## src/rtl/matrix_loader.sv

```systemverilog
// Serial-to-parallel loader for the 5x5 matrix inverse datapath: 25 row-major elements in, a11..a55 out.
// Optional below-diagonal detector is built only when MATRIX_LOADER_UPPER_TRI_CHECK_EN is defined.
//
// state | meaning
// LOAD  | accepting elements, in_ready = 1
// FULL  | complete matrix presented, mat_valid = 1, waiting for mat_ack
module matrix_loader #(
  parameter int DATA_W = 20
) (
  input  logic              clk,
  input  logic              rst,
  input  logic [DATA_W-1:0] in_data,
  input  logic              in_valid,
  input  logic              in_last,
  output logic              in_ready,
  output logic [DATA_W-1:0] a11, a12, a13, a14, a15,
  output logic [DATA_W-1:0] a21, a22, a23, a24, a25,
  output logic [DATA_W-1:0] a31, a32, a33, a34, a35,
  output logic [DATA_W-1:0] a41, a42, a43, a44, a45,
  output logic [DATA_W-1:0] a51, a52, a53, a54, a55,
  output logic              mat_valid,
  input  logic              mat_ack,
  output logic              err_len,
  output logic              not_upper_tri
);

  typedef enum logic {LOAD = 1'b0, FULL = 1'b1} state_t;

  state_t            state;
  logic [4:0]        idx;
  logic [DATA_W-1:0] mat [25];
  logic              xfer;

  assign in_ready = (state == LOAD) && !rst;
  assign xfer     = in_valid && in_ready;

  always_ff @(posedge clk) begin
    if (rst) begin
      state     <= LOAD;
      idx       <= '0;
      mat_valid <= 1'b0;
      err_len   <= 1'b0;
      for (int k = 0; k < 25; k++) mat[k] <= '0;
    end else if (state == LOAD) begin
      if (xfer) begin
        mat[idx] <= in_data;
        if (idx == 5'd24) begin
          state     <= FULL;
          mat_valid <= 1'b1;
          idx       <= '0;
          if (!in_last) err_len <= 1'b1;
        end else if (in_last) begin
          // short frame: drop it, partial entries stay but are never presented
          idx     <= '0;
          err_len <= 1'b1;
        end else begin
          idx <= idx + 5'd1;
        end
      end
    end else begin
      if (mat_ack) begin
        state     <= LOAD;
        mat_valid <= 1'b0;
        idx       <= '0;
      end
    end
  end

`ifdef MATRIX_LOADER_UPPER_TRI_CHECK_EN
  // bit k set when element k lies below the diagonal (row > column)
  localparam logic [31:0] BELOW_MASK = 32'h00F3_8C20;
  logic nut_q;

  always_ff @(posedge clk) begin
    if (rst) begin
      nut_q <= 1'b0;
    end else if (xfer) begin
      nut_q <= ((idx == 5'd0) ? 1'b0 : nut_q) | (BELOW_MASK[idx] && (in_data != '0));
    end
  end

  assign not_upper_tri = nut_q;
`else
  assign not_upper_tri = 1'b0;
`endif

  assign a11 = mat[0];  assign a12 = mat[1];  assign a13 = mat[2];  assign a14 = mat[3];  assign a15 = mat[4];
  assign a21 = mat[5];  assign a22 = mat[6];  assign a23 = mat[7];  assign a24 = mat[8];  assign a25 = mat[9];
  assign a31 = mat[10]; assign a32 = mat[11]; assign a33 = mat[12]; assign a34 = mat[13]; assign a35 = mat[14];
  assign a41 = mat[15]; assign a42 = mat[16]; assign a43 = mat[17]; assign a44 = mat[18]; assign a45 = mat[19];
  assign a51 = mat[20]; assign a52 = mat[21]; assign a53 = mat[22]; assign a54 = mat[23]; assign a55 = mat[24];

endmodule

```

## config.mk

```make
export PLATFORM = sky130hd
export DESIGN_NAME = matrix_loader
export DESIGN_NICKNAME = d
export VERILOG_FILES = /design/src/rtl/matrix_loader.sv
export SDC_FILE = /design/constraint.sdc
export NUM_CORES = 1
export LEC_CHECK = 0
export CAP_MARGIN = 40
export CORE_ASPECT_RATIO = 0.75
export CORE_MARGIN = 3
export CORE_UTILIZATION = 25
export CTS_BUF_LIST = sky130_fd_sc_hd__clkbuf_8
export DETAILED_ROUTE_END_ITERATION = 10
export PLACE_DENSITY = 0.5
export SETUP_SLACK_MARGIN = 0.02
export SYNTH_ARGS = -nofsm -noshare
export SYNTH_HDL_FRONTEND = slang
export SYNTH_SLANG_ARGS = --single-unit
```

## constraint.sdc

```tcl
create_clock -name clk -period 8.77 [get_ports clk]
set_input_delay 2.631 -clock clk [delete_from_list [all_inputs] [get_ports clk]]
set_output_delay 2.631 -clock clk [all_outputs]
set_load 0.005 [all_outputs]
```

==> results of run 1 <==
==> worst max path at each step <==
stage / depth (start not counted) / end / startpoint
after floorplan: 2 / in_ready / rst
after global placement: 3 / in_ready / rst
after detailed placement: 3 / in_ready / rst
after CTS: 3 / in_ready / rst
after global routing: 3 / in_ready / rst
final: 3 / in_ready / rst
==> cells in the mapped netlist <==
cell      instances
o22ai_1           1
buf_4             6
inv_1             4
nor2_1          316
edfxtp_1        500
buf_2            10
nor3b_2           3
buf_1             7
conb_1            1
o21ai_0           2
nand2b_1          1
or3b_2            1
nor4b_1           1
ha_1              5
and3_1           20
nor2b_1           1
clkbuf_1         62
a31o_2            2
nand2_2           1
xnor2_1           3
a21oi_1           7
and2_1          184
dfxtp_1           8
a21o_1            6
and4b_1           1
or3_1             1
nor2_2            2
clkbuf_2          2
or2_2            13
nand2_1          99
nand3b_1          4
o21bai_1          4
nand3_1           5
==> routing by layer <==
layer,part of all wire [%],up-vias
met5,0,-
li1,-,5572
met2,49,519
met4,1.3,0
met1,42,6465
met3,8.3,72
==> cell families (layout without fill, tap and decap cells) <==
kind of cell               count (synthesis)  count (layout)  share of synthesized area (%)
AOI/OAI and AO/OA                         22              22                          0.763
xor gates and xnor gates                   3               3                          0.139
adders and majority gates                  5               5                          0.332
buffers and inverters                     91             731                           2.01
DFF                                      508             508                           80.4
other                                      1               7                         0.0199
and+or+nand+nor                          653             653                           16.3
==> cell type report <==
cell class                 count  area, um2  area share (%)
antenna                        6       15.0          0.0552
clock buffer                  88       1210            4.45
clock inverter                63        448            1.65
inverter                       4       15.0          0.0552
multi-input combinational    684       3360            12.3
sequential                   508      15200            55.8
tap                          968       1210            4.45
timing repair buffer         576       5770            21.2
==> stage by stage <==
step | util (%) | instance area (um2) | setup slack, ns
6_report | 36.7 | 27200 | 2.19
5_1_grt | 36.7 | 27200 | 2.09
4_1_cts | 36.7 | 27200 | 2.15
3_5_place_dp | 34.4 | 25500 | 2.17
3_3_place_gp | 34.1 | 25300 | 2.17
2_1_floorplan | - | 18900 | 3.20
==> worst min-delay path: cells and delay by family, from the launching register on <==
kind | cells | cell delay (ns)
AOI/OAI and AO/OA | 1 | 0.08
buffers and inverters | 1 | 0.05
DFF | 1 | 0.32
==> report_power, final <==
group	total [W]	internal, W	leakage, nW	switching, W
Sequential	0.00278	0.00275	5.23	0.0000335
Combinational	0.000373	0.000172	3.55	0.000202
Clock	0.00212	0.00114	0.922	0.000981
Total	0.00527	0.00406	9.70	0.00122
==> state kept, by name, summed over array words and instances (netlist names) <==
register	flops
mat	500
state	1
mat_valid	1
idx	5
err_len	1
==> layout by cell type (no fill, tap or decap), drive strengths merged, types with 3 or more instances in the layout <==
| cell | synthesis | final |
|---|---|---|
| or2 | 13 | 13 |
| clkdlybuf4s50 | 0 | 523 |
| a21oi | 7 | 7 |
| inv | 4 | 27 |
| a21o | 6 | 6 |
| nor2 | 318 | 318 |
| clkinv | 0 | 30 |
| ha | 5 | 5 |
| and2 | 184 | 184 |
| diode | 0 | 6 |
| and3 | 20 | 20 |
| clkbuf | 64 | 88 |
| nand2 | 100 | 100 |
| o21bai | 4 | 4 |
| dfxtp | 8 | 8 |
| buf | 23 | 53 |
| edfxtp | 500 | 500 |
| nand3 | 5 | 5 |
| bufinv | 0 | 7 |
| nand3b | 4 | 4 |
| xnor2 | 3 | 3 |
| nor3b | 3 | 3 |
| clkinvlp | 0 | 3 |
==> flow_summary_export.csv, run 1 <==
group,metric,value,unit
routing,via_per_inst,4.36,
setup_path,regToRegSetupSlack,5.97,ns
setup_path,worstPathRequired,6.14,ns
setup_path,cpPeakStageDelay,0.66,ns
grt,grt.overflow.total,0,
synthesis,ys_types,33,
routing,drtPass1Iterations,5,
placed_design,place_congestion,0.804,
floorplan,ios,529,
synthesis,netlist_instances,1283,
setup_path,ff2ff_path_depth,5,
setup_path,crit_buf_inv,2,
clock_network,post_cts_buffers,0,
setup_path,cp_top_family,"buffers and inverters",
setup_path,path_cells,"buf_2, nor2_1, clkdlybuf4s50_1",
synthesis,seq_area_frac_synth,80.4,%
synthesis,netlist_area,0.0189,mm2
placed_design,dp_hpwl,49.7,mm
setup_path,worstSetupPathType,"in -> out",
timing,slew_headroom,38.3,%
clock_network,clk_path_buf_depth,3,
timing,finalWorstPathRequiredPeriod,6.58,ns
cells_and_area,fin_cells,2897,
routing,drt_wl_total,73.4,mm
floorplan,row_count,86,
synthesis,synth-seq-cells,508,
routing,vias,12600,
setup_path,startpoint_type,"input pin",
timing,finalCritPeriodShare,75.1,%
timing,rsz0062_at_grt,"false",
cells_and_area,fillCellCount,7096,
clock_network,cts_tree,"done",
min_path,whs_path_depth,2,
floorplan,die_h,244,um
setup_path,worstPathArrival,3.95,ns
min_path,hold_end,"err_len",
clock_network,cts_inserted_buffers,87,
timing,setup_tns,0,ns
timing,hold_viol,0,
cells_and_area,drive_above_1_share,9.93,%
synthesis,synth.area.top_cells,"edfxtp_1, nor2_1, and2_1",
min_path,worstHoldPathType,"reg -> reg",
synthesis,syn_nets,1313,
timing,setup_viol,0,
routing,drt-initial-drc-count,1178,
power,p_leak,9.70,nW
floorplan,die_w,323,um
grt,grt_start_max_net_pins,44,
synthesis,ys_warn_count,0,
grt,grt_use_total,18.2,%
placed_design,place_inst,2740,
power,p_per_area,194,mW/mm2
timing,whs,0.491,ns
grt,grtUsageMet2,30.1,%
min_path,hold_start,"err_len",
grt,antenna_found_initial,12,
timing,final_max_slew_viol_count,0,
placed_design,io_buffers,527,
clock_network,clkSlewWorstSetupHoldPaths,0.06,ns
setup_path,r2r_start,"state",
grt,grt_first_pass_wirelength,100,mm
clock_network,clk_latency,0.69,ns
routing,wl_per_cell,25.3,um
grt,gr-max-usage-layer,"met2",
clock_network,cts.repair.resized,0,
run_status,status,"complete, no violations",
setup_path,r2r-end,"mat[2][14]",
timing,worst_pin_slew,0.924,ns
timing,timing.fmax,0.152,GHz
clock_network,cts_root_buffer,"clkbuf_8",
cells_and_area,fin_nets,1891,
floorplan,start_util,25.4,%
routing,drc,0,
flow_run,max-cap-violations,0,
setup_path,path_max_fanout,33,
power,ir_drop,111,uV
grt,gr-usage-met1,23.7,%
clock_network,htreeDepth,3,
setup_path,cp_slowest_cell,"buf_2",
cells_and_area,area_growth_syn_to_layout,44.2,%
power,p_total,0.00527,W
synthesis,avgSynthCellArea,14.7,um2
grt,grt_pass1_vias,12800,
clock_network,numClockSinks,508,
synthesis,yosys.area.top_type,"edfxtp_1",
synthesis,yosys.area.top_type_share,79.6,%
timing,skew,0.0311,ns
clock_network,hold_buffers,0,
floorplan,coreArea,0.0741,mm2
routing,ant_nets,0,
floorplan,die_area,0.0788,mm2
grt,use_met3,5.56,%
setup_path,end_kind,"output port",
No activity file was read; power rests on OpenSTA's default activity.
==> run 2: changes to the inputs <==
- clock period: 8.77 -> 6.4 ns (I/O delays scaled with it)
==> run 2 against run 1 <==
Sequential share of layout area barely moved; combinational power rose by 36%; cell area barely moved; clock power rose by 35%; via count fell by 0.32%; sequential power rose by 37%; hold slack got worse by 0.014 ns; utilization barely moved; sequential cell count did not move; global-route usage fell by 0.059 points; critical endpoint unchanged; largest cell class unchanged.
==> flow_summary_export.csv, run 2 (synthesized netlist as in run 1, its figures left out) <==
group,metric,value,unit
power,p_leak,9.70,nW
setup_path,worstPathRequired,4.48,ns
timing,slew_headroom,41.6,%
routing,drt_wl_total,72.7,mm
setup_path,crit_buf_inv,2,
setup_path,cp_top_family,"buffers and inverters",
setup_path,end_kind,"output port",
setup_path,path_cells,"buf_2, nor2_1, clkdlybuf4s50_1",
setup_path,cp_slowest_cell,"clkdlybuf4s50_1",
placed_design,place_congestion,0.781,
routing,drc,0,
timing,finalWorstPathRequiredPeriod,4.84,ns
clock_network,post_cts_buffers,0,
grt,grt_use_total,18.2,%
grt,grt_start_max_net_pins,56,
placed_design,io_buffers,527,
timing,final_max_slew_viol_count,0,
min_path,worstHoldPathType,"reg -> reg",
floorplan,die_area,0.0788,mm2
clock_network,cts.repair.resized,0,
timing,timing.fmax,0.207,GHz
power,p_total,0.00719,W
setup_path,cpPeakStageDelay,0.53,ns
cells_and_area,area_growth_syn_to_layout,44.1,%
placed_design,dp_hpwl,49.9,mm
min_path,hold_start,"err_len",
cells_and_area,final_common_cell,"clkdlybuf4s50_1",
timing,setup_tns,0,ns
clock_network,htreeDepth,3,
cells_and_area,multiInputGateArea,0.00336,mm2
cells_and_area,regMostFlops,"mat",
routing,vias,12600,
placed_design,place_ws,1.50,ns
routing,ant_nets,0,
clock_network,cts_tree,"done",
clock_network,clk_latency,0.68,ns
grt,antenna_found_initial,13,
floorplan,die_w,323,um
clock_network,hold_buffers,0,
cells_and_area,final_area,0.0272,mm2
setup_path,path_max_fanout,15,
cells_and_area,reg_top3,"mat x500, idx x5",
floorplan,coreArea,0.0741,mm2
routing,drtPass1Iterations,5,
grt,grt_first_pass_wirelength,99.5,mm
clock_network,cts_root_buffer,"clkbuf_8",
clock_network,clkSlewWorstSetupHoldPaths,0.06,ns
setup_path,worstSetupPathType,"in -> out",
setup_path,r2r_start,"idx[0]",
cells_and_area,utilization,36.7,%
timing,setup_ws,1.56,ns
routing,drt-initial-drc-count,1158,
timing,skew,0.0210,ns
floorplan,start_util,25.4,%
grt,grt_pass1_vias,12800,
floorplan,row_count,86,
floorplan,die_h,244,um
grt,grt.overflow.total,0,
clock_network,cts_inserted_buffers,86,
run_status,status,"complete, no violations",
timing,worst_pin_slew,0.875,ns
routing,via_per_inst,4.33,
flow_run,max-cap-violations,0,
placed_design,postPlaceCellArea,0.0255,mm2
cells_and_area,drive_above_1_share,10.2,%
timing,rsz0062_at_grt,"false",
timing,setup_viol,0,
cells_and_area,largest_reg_flops,500,
cells_and_area,seq_area,0.0152,mm2
cells_and_area,final_cell_mix,"clkdlybuf4s50_1, edfxtp_1, nor2_1",
clock_network,clk_path_buf_depth,3,
clock_network,numClockSinks,508,
setup_path,worstSetupStartpoint,"rst",
timing,hold_viol,0,
setup_path,startpoint_type,"input pin",
floorplan,ios,529,
power,ir_drop,138,uV
power,p_per_area,264,mW/mm2
cells_and_area,fin_nets,1891,
setup_path,worstPathArrival,2.92,ns
routing,wl_per_cell,25.0,um
timing,finalCritPeriodShare,75.6,%
cells_and_area,fillCellCount,7072,
## run 2: final timing paths
| check | end | slack (ns) | cells after the start |
|---|---|---|---|
| worst max-delay path | in_ready | 1.56 | 3 |
| worst min-delay path | err_len | 0.48 | 2 |
| worst max register to register | mat[24][10] | 3.59 | 5 |
| worst min register to register | err_len | 0.48 | 2 |
## run 2: tightest hold or removal path, stage by stage, from the launching register on
cell and delay, ns:
dfxtp_1 0.31, inv_1 0.05, o22ai_1 0.07
## run 2: per-layer routing
layer	up-vias	part of all wire [%]	track usage, %
met5	-	0	0
met4	0	2.5	4.78
met3	101	8.7	5.76
met2	557	48	29.7
met1	6325	41	23.3
li1	5605	-	-
## run 2: final cells by class
type | count | share of cell area, %
repair buffers | 577 | 21.1
clock inverters | 68 | 1.55
clock buffers | 90 | 4.56
diodes | 9 | 0.0829
multi-input cells | 684 | 12.3
well taps | 968 | 4.46
inverters | 4 | 0.0552
flip-flops and latches | 508 | 55.8
## run 2: power by group
part | switching [W] | leakage (nW) | internal [W]
registers | 0.0000457 | 5.23 | 0.00376
clock network | 0.00136 | 0.927 | 0.00151
logic | 0.000274 | 3.54 | 0.000233
total | 0.00168 | 9.70 | 0.00551
## run 2: metrics by stage
step	std cells	hold WS, ns
2_1_floorplan	1283	0.465
3_3_place_gp	2731	0.470
3_5_place_dp	2741	0.465
4_1_cts	2899	0.477
5_1_grt	2902	0.494
6_report	2908	0.477
==> run 3: changes to the inputs <==
- clock period: 6.4 -> 4.7 ns (I/O delays scaled with it)
==> run 3 against run 2 <==
Combinational power grew 39%; critical path depth is the same; sequential power grew 36%; register-to-register slack lost 1.4 ns; die area is the same; routed wire length grew 1.3%; sequential share of layout area shrank 0.35 points; global-route usage grew 0.099 points; hold slack gained 0.0073 ns; via count shrank 0.51%; first-iteration DRC count shrank 3.8%.
==> flow_summary_export.csv, run 3 (synthesized netlist as in run 1, its figures left out) <==
group,metric,value,unit
cells_and_area,regMostFlops,"mat",
timing,final_max_slew_viol_count,0,
setup_path,worstPathArrival,2.40,ns
floorplan,ios,529,
routing,vias,12500,
grt,grt_use_total,18.3,%
cells_and_area,fillCellCount,7097,
timing,slew_headroom,45.3,%
cells_and_area,area_growth_syn_to_layout,45.0,%
setup_path,worstSetupPathType,"in -> out",
setup_path,regToRegSetupSlack,2.14,ns
timing,finalWorstPathRequiredPeriod,3.81,ns
setup_path,cp.depth,3,
setup_path,crit_end,"in_ready",
power,combPwrFrac,7.1,%
clock_network,clk_path_buf_depth,3,
cells_and_area,final_common_cell,"clkdlybuf4s50_1",
grt,grt_start_max_net_pins,56,
cells_and_area,seq_area,0.0152,mm2
routing,wl_per_cell,25.3,um
cells_and_area,multiInputGateArea,0.00336,mm2
power,power_frac_clock,40.9,%
run_status,status,"complete, no violations",
timing,rsz0062_at_grt,"false",
routing,drt-initial-drc-count,1114,
cells_and_area,largest_reg_flops,500,
timing,skew,0.0343,ns
setup_path,worstSetupStartpoint,"rst",
power,pwr-share-seq,52.1,%
routing,drtPass1Iterations,5,
clock_network,cts_tree,"done",
floorplan,start_util,25.4,%
timing,timing.fmax,0.262,GHz
cells_and_area,final_cell_mix,"clkdlybuf4s50_1, edfxtp_1, nor2_1",
power,p_per_area,364,mW/mm2
setup_path,r2r_start,"state",
routing,drt_wl_total,73.7,mm
grt,grt_first_pass_wirelength,99.9,mm
setup_path,r2r-end,"mat[15][5]",
floorplan,die_w,323,um
placed_design,place_ws,0.572,ns
routing,via_per_inst,4.29,
power,switching_share,23.3,%
grt,antenna_found_initial,8,
setup_path,crit_buf_inv,2,
setup_path,worstPathRequired,3.29,ns
floorplan,row_count,86,
clock_network,clkSlewWorstSetupHoldPaths,0.06,ns
setup_path,startpoint_type,"input pin",
clock_network,clk_latency,0.68,ns
floorplan,die_h,244,um
routing,drc,0,
power,p_leak,9.79,nW
placed_design,io_buffers,527,
setup_path,ff2ff_path_depth,5,
placed_design,place_congestion,0.779,
setup_path,cp_top_family,"buffers and inverters",
timing,setup_tns,0,ns
cells_and_area,fin_nets,1906,
timing,setup_viol,0,
clock_network,htreeDepth,3,
setup_path,path_max_fanout,15,
power,intPower,0.00764,W
routing,ant_nets,0,
clock_network,cts_root_buffer,"clkbuf_8",
power,p_total,0.00996,W
min_path,worstHoldPathType,"reg -> reg",
power,p_sw,0.00232,W
clock_network,numClockSinks,508,
clock_network,hold_buffers,0,
power,ir_drop,169,uV
cells_and_area,reg_top3,"mat x500, idx x5",
timing,setup_ws,0.887,ns
timing,worst_pin_slew,0.819,ns
setup_path,cp_slowest_cell,"clkdlybuf4s50_1",
clock_network,post_cts_buffers,0,
timing,hold_viol,0,
floorplan,coreArea,0.0741,mm2
clock_network,cts_inserted_buffers,87,
setup_path,cpPeakStageDelay,0.48,ns
grt,grt.overflow.total,0,
grt,grt_pass1_vias,12700,
timing,finalCritPeriodShare,81.1,%
placed_design,dp_hpwl,52.5,mm
cells_and_area,drive_above_1_share,11.2,%
flow_run,max-cap-violations,0,
setup_path,path_cells,"buf_2, nor2_1, clkdlybuf4s50_1",
floorplan,die_area,0.0788,mm2
clock_network,cts.repair.resized,0,
setup_path,end_kind,"output port",
-- run 3: changes by cell type in the layout (fill, tap and decap cells not counted) --
| cell | change |
|---|---|
| diode_2 | -3 |
| clkbuf_8 | +1 |
| bufinv_16 | +2 |
| inv_1 | -1 |
| buf_4 | +14 |
| clkinv_2 | -1 |
| clkinvlp_4 | +4 |
| clkinv_4 | -1 |
| clkinv_1 | -5 |
| inv_6 | +1 |
-- run 3: layout make-up --
cell class	instances	area share [%]
clock buffers	91	4.58
repair buffers	591	21.4
inverters	4	0.0549
clock inverters	67	1.77
diodes	6	0.0549
multi-input cells	684	12.3
flip-flops and latches	508	55.5
well taps	968	4.43
-- run 3: how the worst min path moves through the flow --
| stage | start | cells past startpoint | to | slack, ns |
|---|---|---|---|---|
| CTS | err_len | 2 | err_len | 0.49 |
| global placement | mat_valid | 2 | mat_valid | 0.48 |
| floorplan | err_len | 2 | err_len | 0.47 |
| finish | err_len | 2 | err_len | 0.48 |
| detailed placement | err_len | 2 | err_len | 0.48 |
| global route | err_len | 2 | err_len | 0.52 |
-- run 3: power groups by stage --
stage / combinational, W / sequential (W) / clock, W
after floorplan: 0.000123 / 0.00528 / 0
after global placement: 0.000704 / 0.00528 / 0
after detailed placement: 0.000718 / 0.00528 / 0
after CTS: 0.000721 / 0.00519 / 0.00417
after global routing: 0.000740 / 0.00520 / 0.00437
final: 0.000703 / 0.00519 / 0.00407
-- run 3: per-layer routing --
metal	part of all wire [%]	GRT usage, %	vias to the layer above
li1	-	-	5617
met1	41	23.2	6307
met2	48	29.3	481
met3	7.8	5.70	119
met4	3.3	6.58	0
met5	0	0	-
-- run 3: per-stage QoR --
step / hold WS, ns / utilization, % / cells / cell area [um2]
floorplan: 0.465 / - / 1283 / 18900
finish: 0.484 / 36.9 / 2919 / 27400
global placement: 0.477 / 34.3 / 2745 / 25400
global route: 0.516 / 36.9 / 2914 / 27300
detailed placement: 0.478 / 34.5 / 2755 / 25600
CTS: 0.490 / 36.9 / 2913 / 27300
-- run 3: worst reg2reg max path, cell delays in order (launching register included) --
cell,delay [ns]
dfxtp_1,0.41
nor3b_4,0.59
nand2_1,0.30
nor2_1,0.17
buf_4,0.24
or2_2,0.46
==> edit 1 (config.mk and constraints of run 1) <==
Add a define of `MATRIX_LOADER_UPPER_TRI_CHECK_EN`.
--- a/src/rtl/matrix_loader.sv
+++ b/src/rtl/matrix_loader.sv
@@ -4,6 +4,8 @@
 // state | meaning
 // LOAD  | accepting elements, in_ready = 1
 // FULL  | complete matrix presented, mat_valid = 1, waiting for mat_ack
+`define MATRIX_LOADER_UPPER_TRI_CHECK_EN
+
 module matrix_loader #(
   parameter int DATA_W = 20
 ) (
Function: no difference found for any inputs over 4 cycles, from zero or initial values and one cycle with rst high; that may be too few to reach the edited logic, so the function may still have changed.
==> edit 1 against run 1 <==
Power is 1.5% lower; sequential share of layout area fell by 1.8 points; largest power group unchanged; setup slack got worse by 440 ps; clock power shrank 5%; highest routed layer unchanged; sequential cell count rose by 2; critical path type unchanged; routed wire length shrank 0.90%; hold slack worse by 24 ps; critical endpoint unchanged; sequential power is essentially flat; non-clock buffer count grew 23; synthesized area up 3.7%; design area up 3.7%.
==> edit 1: results (changes against run 1) <==
[power]
ir_drop_v=0.0000893  ; was 0.000111 V
switching_share=0.242  ; was 0.231

[grt]
grt_pass1_vias=12600  ; was 12,800
antenna_found_initial=13  ; was 12
grt_usage=0.172  ; was 0.182
grt_pass1_wl_mm=98.2  ; was 100 mm

[placement]
io_buffers=528  ; was 527

[setup_path]
r2r_end=mat[5][4]$_SDFFCE_PN0P_  ; was mat[2][14]$_SDFFCE_PN0P_
slowest_delay_ps=840  ; was 660 ps
reg2regPathDepth=6  ; was 5
r2r_slack_ps=5410  ; was 5970 ps
cp_slowest_cell=clkdlybuf4s50_1  ; was buf_2
cp.arrival_ps=4390  ; was 3950 ps
worst-path-max-fanout=19  ; was 33

[status]
outcome=finished, final reports clean  ; unchanged

[layout]
fill_cells=7310  ; was 7,096
finalNetCount=1859  ; was 1,891

[clock_tree]
cts_made_buffers=86  ; was 87

[synth]
synth_nets=1279  ; was 1,313
synth.distinct_cells=43  ; was 33
yosysSeqAreaShare=0.778  ; was 0.804
synth_common_cells=edfxtp_1 (500), and2_1 (481), clkbuf_1 (100)  ; was edfxtp_1 (500), nor2_1 (316), and2_1 (184)

[timing]
whs_ps=467  ; was 491 ps
tightest_slew_ps=1000  ; was 924 ps

[route]
wl_mm=72.7  ; was 73.4 mm
drt_iter0_markers=1036  ; was 1,178
vias=12400  ; was 12,600

[edit 1: cell types whose count changed after synthesis, sizes merged, moves of 6 or more]
cell / change
and2: +297
nor2: -282
nand2: -93
clkbuf: +38
o21ai: +25
buf: -18
or2: -10
nor4: +8
a21o: -6
[edit 1: logic make-up after synthesis]
logic type / synth area share
flops: 0.778
fa+ha+maj: 0.00256
simple gates: 0.181
compound gates: 0.0136
buf+inv: 0.0224
xor+xnor: 0.000896
mux: 0.00205
[edit 1: cell type report]
class,count,area share
multi-input combinational,627,0.142
tap,1035,0.0459
timing repair buffer,599,0.215
inverter,6,0.000799
sequential,510,0.540
antenna,7,0.000621
clock inverter,69,0.0130
clock buffer,88,0.0429
[edit 1: worst reg2reg max path, cell delays in order, from the launching register on]
cell and delay, ps:
dfxtp_1 480, nor3b_4 550, buf_4 320, nand2_1 470, nor2_1 950, buf_4 310
and2_1 140
[edit 1: metrics by stage]
stage          cell area (µm²)   util  setup WS, ps  std cells
2_1_floorplan            19600      -          3050       1250
3_3_place_gp             25900  0.336          1860       2733
3_5_place_dp             26600  0.345          1780       2777
4_1_cts                  28200  0.365          1770       2934
5_1_grt                  28200  0.365          1660       2936
6_report                 28200  0.365          1750       2941
[edit 1: how the worst max path moves through the flow]
stage	slack, ps	to
floorplan	3050	in_ready
global placement	1860	in_ready
detailed placement	1780	in_ready
CTS	1770	in_ready
global route	1660	in_ready
finish	1750	in_ready
[edit 1: metal layers]
layer	share of wire	vias to the layer above	GRT usage
met3	0.069	120	0.0414
li1	-	5529	-
met5	0	-	0
met4	0.032	0	0.0603
met1	0.42	6215	0.225
met2	0.48	487	0.281
[edit 1: power by group through the flow]
stage                     clock (mW)  sequential (mW)  combinational (mW)
after floorplan                    0             2.84              0.0649
after global placement             0             2.83               0.381
after detailed placement           0             2.83               0.409
after CTS                       2.07             2.78               0.411
after global routing            2.18             2.79               0.419
final                           2.01             2.78               0.399
==> edit 2 (config.mk and constraints of run 1) <==
Without the edit above. Put one more register stage on the output `err_len`, cleared by the reset. The value now appears one clock later. The other outputs are not delayed to match.
--- a/src/rtl/matrix_loader.sv
+++ b/src/rtl/matrix_loader.sv
@@ -26,6 +26,8 @@
 
   typedef enum logic {LOAD = 1'b0, FULL = 1'b1} state_t;
 
+  logic err_len_s0;
+
   state_t            state;
   logic [4:0]        idx;
   logic [DATA_W-1:0] mat [25];
@@ -39,7 +41,7 @@
       state     <= LOAD;
       idx       <= '0;
       mat_valid <= 1'b0;
-      err_len   <= 1'b0;
+      err_len_s0 <= 1'b0;
       for (int k = 0; k < 25; k++) mat[k] <= '0;
     end else if (state == LOAD) begin
       if (xfer) begin
@@ -48,11 +50,11 @@
           state     <= FULL;
           mat_valid <= 1'b1;
           idx       <= '0;
-          if (!in_last) err_len <= 1'b1;
+          if (!in_last) err_len_s0 <= 1'b1;
         end else if (in_last) begin
           // short frame: drop it, partial entries stay but are never presented
           idx     <= '0;
-          err_len <= 1'b1;
+          err_len_s0 <= 1'b1;
         end else begin
           idx <= idx + 5'd1;
         end
@@ -90,5 +92,13 @@
   assign a41 = mat[15]; assign a42 = mat[16]; assign a43 = mat[17]; assign a44 = mat[18]; assign a45 = mat[19];
   assign a51 = mat[20]; assign a52 = mat[21]; assign a53 = mat[22]; assign a54 = mat[23]; assign a55 = mat[24];
 
+  always_ff @(posedge clk) begin
+    if (rst) begin
+      err_len <= '0;
+    end else begin
+      err_len <= err_len_s0;
+    end
+  end
+
 endmodule
 
Behaviour: not the same (a bounded check fails within 4 cycles, from zero or initial values and one cycle with rst high).
==> edit 2 against run 1 <==
Maximum frequency is 0.34% higher; via count is 0.41% lower; setup slack better by 22 ps; sequential share of layout area is 0.31 points higher; sequential cell count is 1 higher; power is 3.1% lower; critical path depth stayed put; routed wire length is 3.1% lower; synthesized area is 0.23% lower; design area is 0.43% lower.
==> edit 2: results (changes against run 1) <==
[clock_tree]
insertion_delay_ps=670  ; was 690 ps
cts_made_buffers=83  ; was 87

[worst_hold_path]
hold_depth=1  ; was 2
min_to=err_len$_SDFF_PP0_  ; was err_len$_SDFFE_PP0P_
hp-start=err_len_s0$_SDFFE_PP0P_  ; was err_len$_SDFFE_PP0P_

[grt]
grt_max_degree=48  ; was 44
grt_pass1_wl_mm=97.5  ; was 100 mm
antenna_found_initial=10  ; was 12

[status]
outcome=finished, final reports clean  ; unchanged

[synth]
yosys-top-cells-area=edfxtp_1 (80%), nor2_1 (8.1%), and2_1 (2.7%)  ; was edfxtp_1 (80%), nor2_1 (6.3%), and2_1 (6.1%)
synth.area.mux_share=0.000598  ; was 0
synth_common_cells=edfxtp_1 (500), nor2_1 (405), nand2_1 (108)  ; was edfxtp_1 (500), nor2_1 (316), and2_1 (184)
synth_compound_area_frac=0.0114  ; was 0.00763

[power]
ir_drop_v=0.000109  ; was 0.000111 V
p_leak_nw=9.55  ; was 9.70 nW
switchingPower_mw=1.20  ; was 1.22 mW

[timing]
timing.slew.headroom=0.402  ; was 0.383
fin_skew_ps=28.6  ; was 31.1 ps

[placement]
hpwl_mm=48.9  ; was 49.7 mm
gp_congestion=0.802  ; was 0.804

[route]
wl_mm=71.1  ; was 73.4 mm
vias=12600  ; about the same
drt_iter0_markers=1082  ; was 1,178

[setup_path]
r2r_slack_ps=5750  ; was 5970 ps
worst-path-max-fanout=2  ; was 33
reg2regPathDepth=4  ; was 5

==> edit 2: cell types whose count changed in the layout (fill, tap and decap cells not counted), moves of 5 or more <==
cell	delta
and2_1	-104
nor2_1	+89
inv_1	+12
nand2_1	+12
o21bai_2	+9
or2_2	-9
buf_16	+6
clkinv_1	-6
diode_2	-6
clkbuf_8	-5
==> edit 2: cells by family (layout without fill, tap and decap cells) <==
| kind of cell | count (synthesis) | count (layout) |
|---|---|---|
| AOI/OAI and AO/OA | 30 | 30 |
| muxes | 1 | 1 |
| other | 1 | 1 |
| xor gates and xnor gates | 1 | 1 |
| and+or+nand+nor | 648 | 648 |
| buffers and inverters | 103 | 731 |
| adders and majority gates | 5 | 5 |
| DFF | 509 | 509 |
==> edit 2: stage by stage <==
stage / std cells / cell area (µm²) / hold slack, ps
floorplan: 1298 / 18800 / 448
global placement: 2725 / 25100 / 465
detailed placement: 2746 / 25600 / 471
CTS: 2893 / 27100 / 479
global route: 2894 / 27100 / 494
finish: 2894 / 27100 / 473
==> edit 2: power groups by stage <==
stage          combinational [mW]  sequential, mW  clock (mW)
2_1_floorplan              0.0711            2.84           0
3_3_place_gp                0.360            2.84           0
3_5_place_dp                0.379            2.84           0
4_1_cts                     0.380            2.79        2.01
5_1_grt                     0.392            2.79        2.11
6_report                    0.372            2.79        1.95
==> edit 2: metal layers <==
layer / up-vias / track usage / wire length [µm]
met2: 568 / 0.288 / 33800
met3: 110 / 0.0690 / 7120
met1: 6285 / 0.217 / 28400
met4: 2 / 0.0513 / 1750
li1: 5611 / - / -
met5: - / 0 / 13
==> edit 2: layout make-up <==
class / count / share of cell area
clock inverters: 64 / 0.0134
well taps: 968 / 0.0447
flip-flops and latches: 509 / 0.561
repair buffers: 580 / 0.219
inverters: 4 / 0.000554
multi-input cells: 686 / 0.119
clock buffers: 83 / 0.0422
==> edit 2: how the worst max path moves through the flow <==
| stage | depth (start not counted) | end | startpoint | slack, ps |
|---|---|---|---|---|
| 2_1_floorplan | 4 | in_ready | rst | 2780 |
| 5_1_grt | 3 | in_ready | rst | 2220 |
| 6_report | 3 | in_ready | rst | 2210 |
| 3_5_place_dp | 3 | in_ready | rst | 2240 |
| 4_1_cts | 3 | in_ready | rst | 2230 |
| 3_3_place_gp | 4 | mat[14][9]$_SDFFCE_PN0P_ | in_valid | 2090 |
==> edit 2: critical path, stage by stage <==
cell	delay, ps
buf_2	140
nor2_1	510
clkdlybuf4s50_1	640
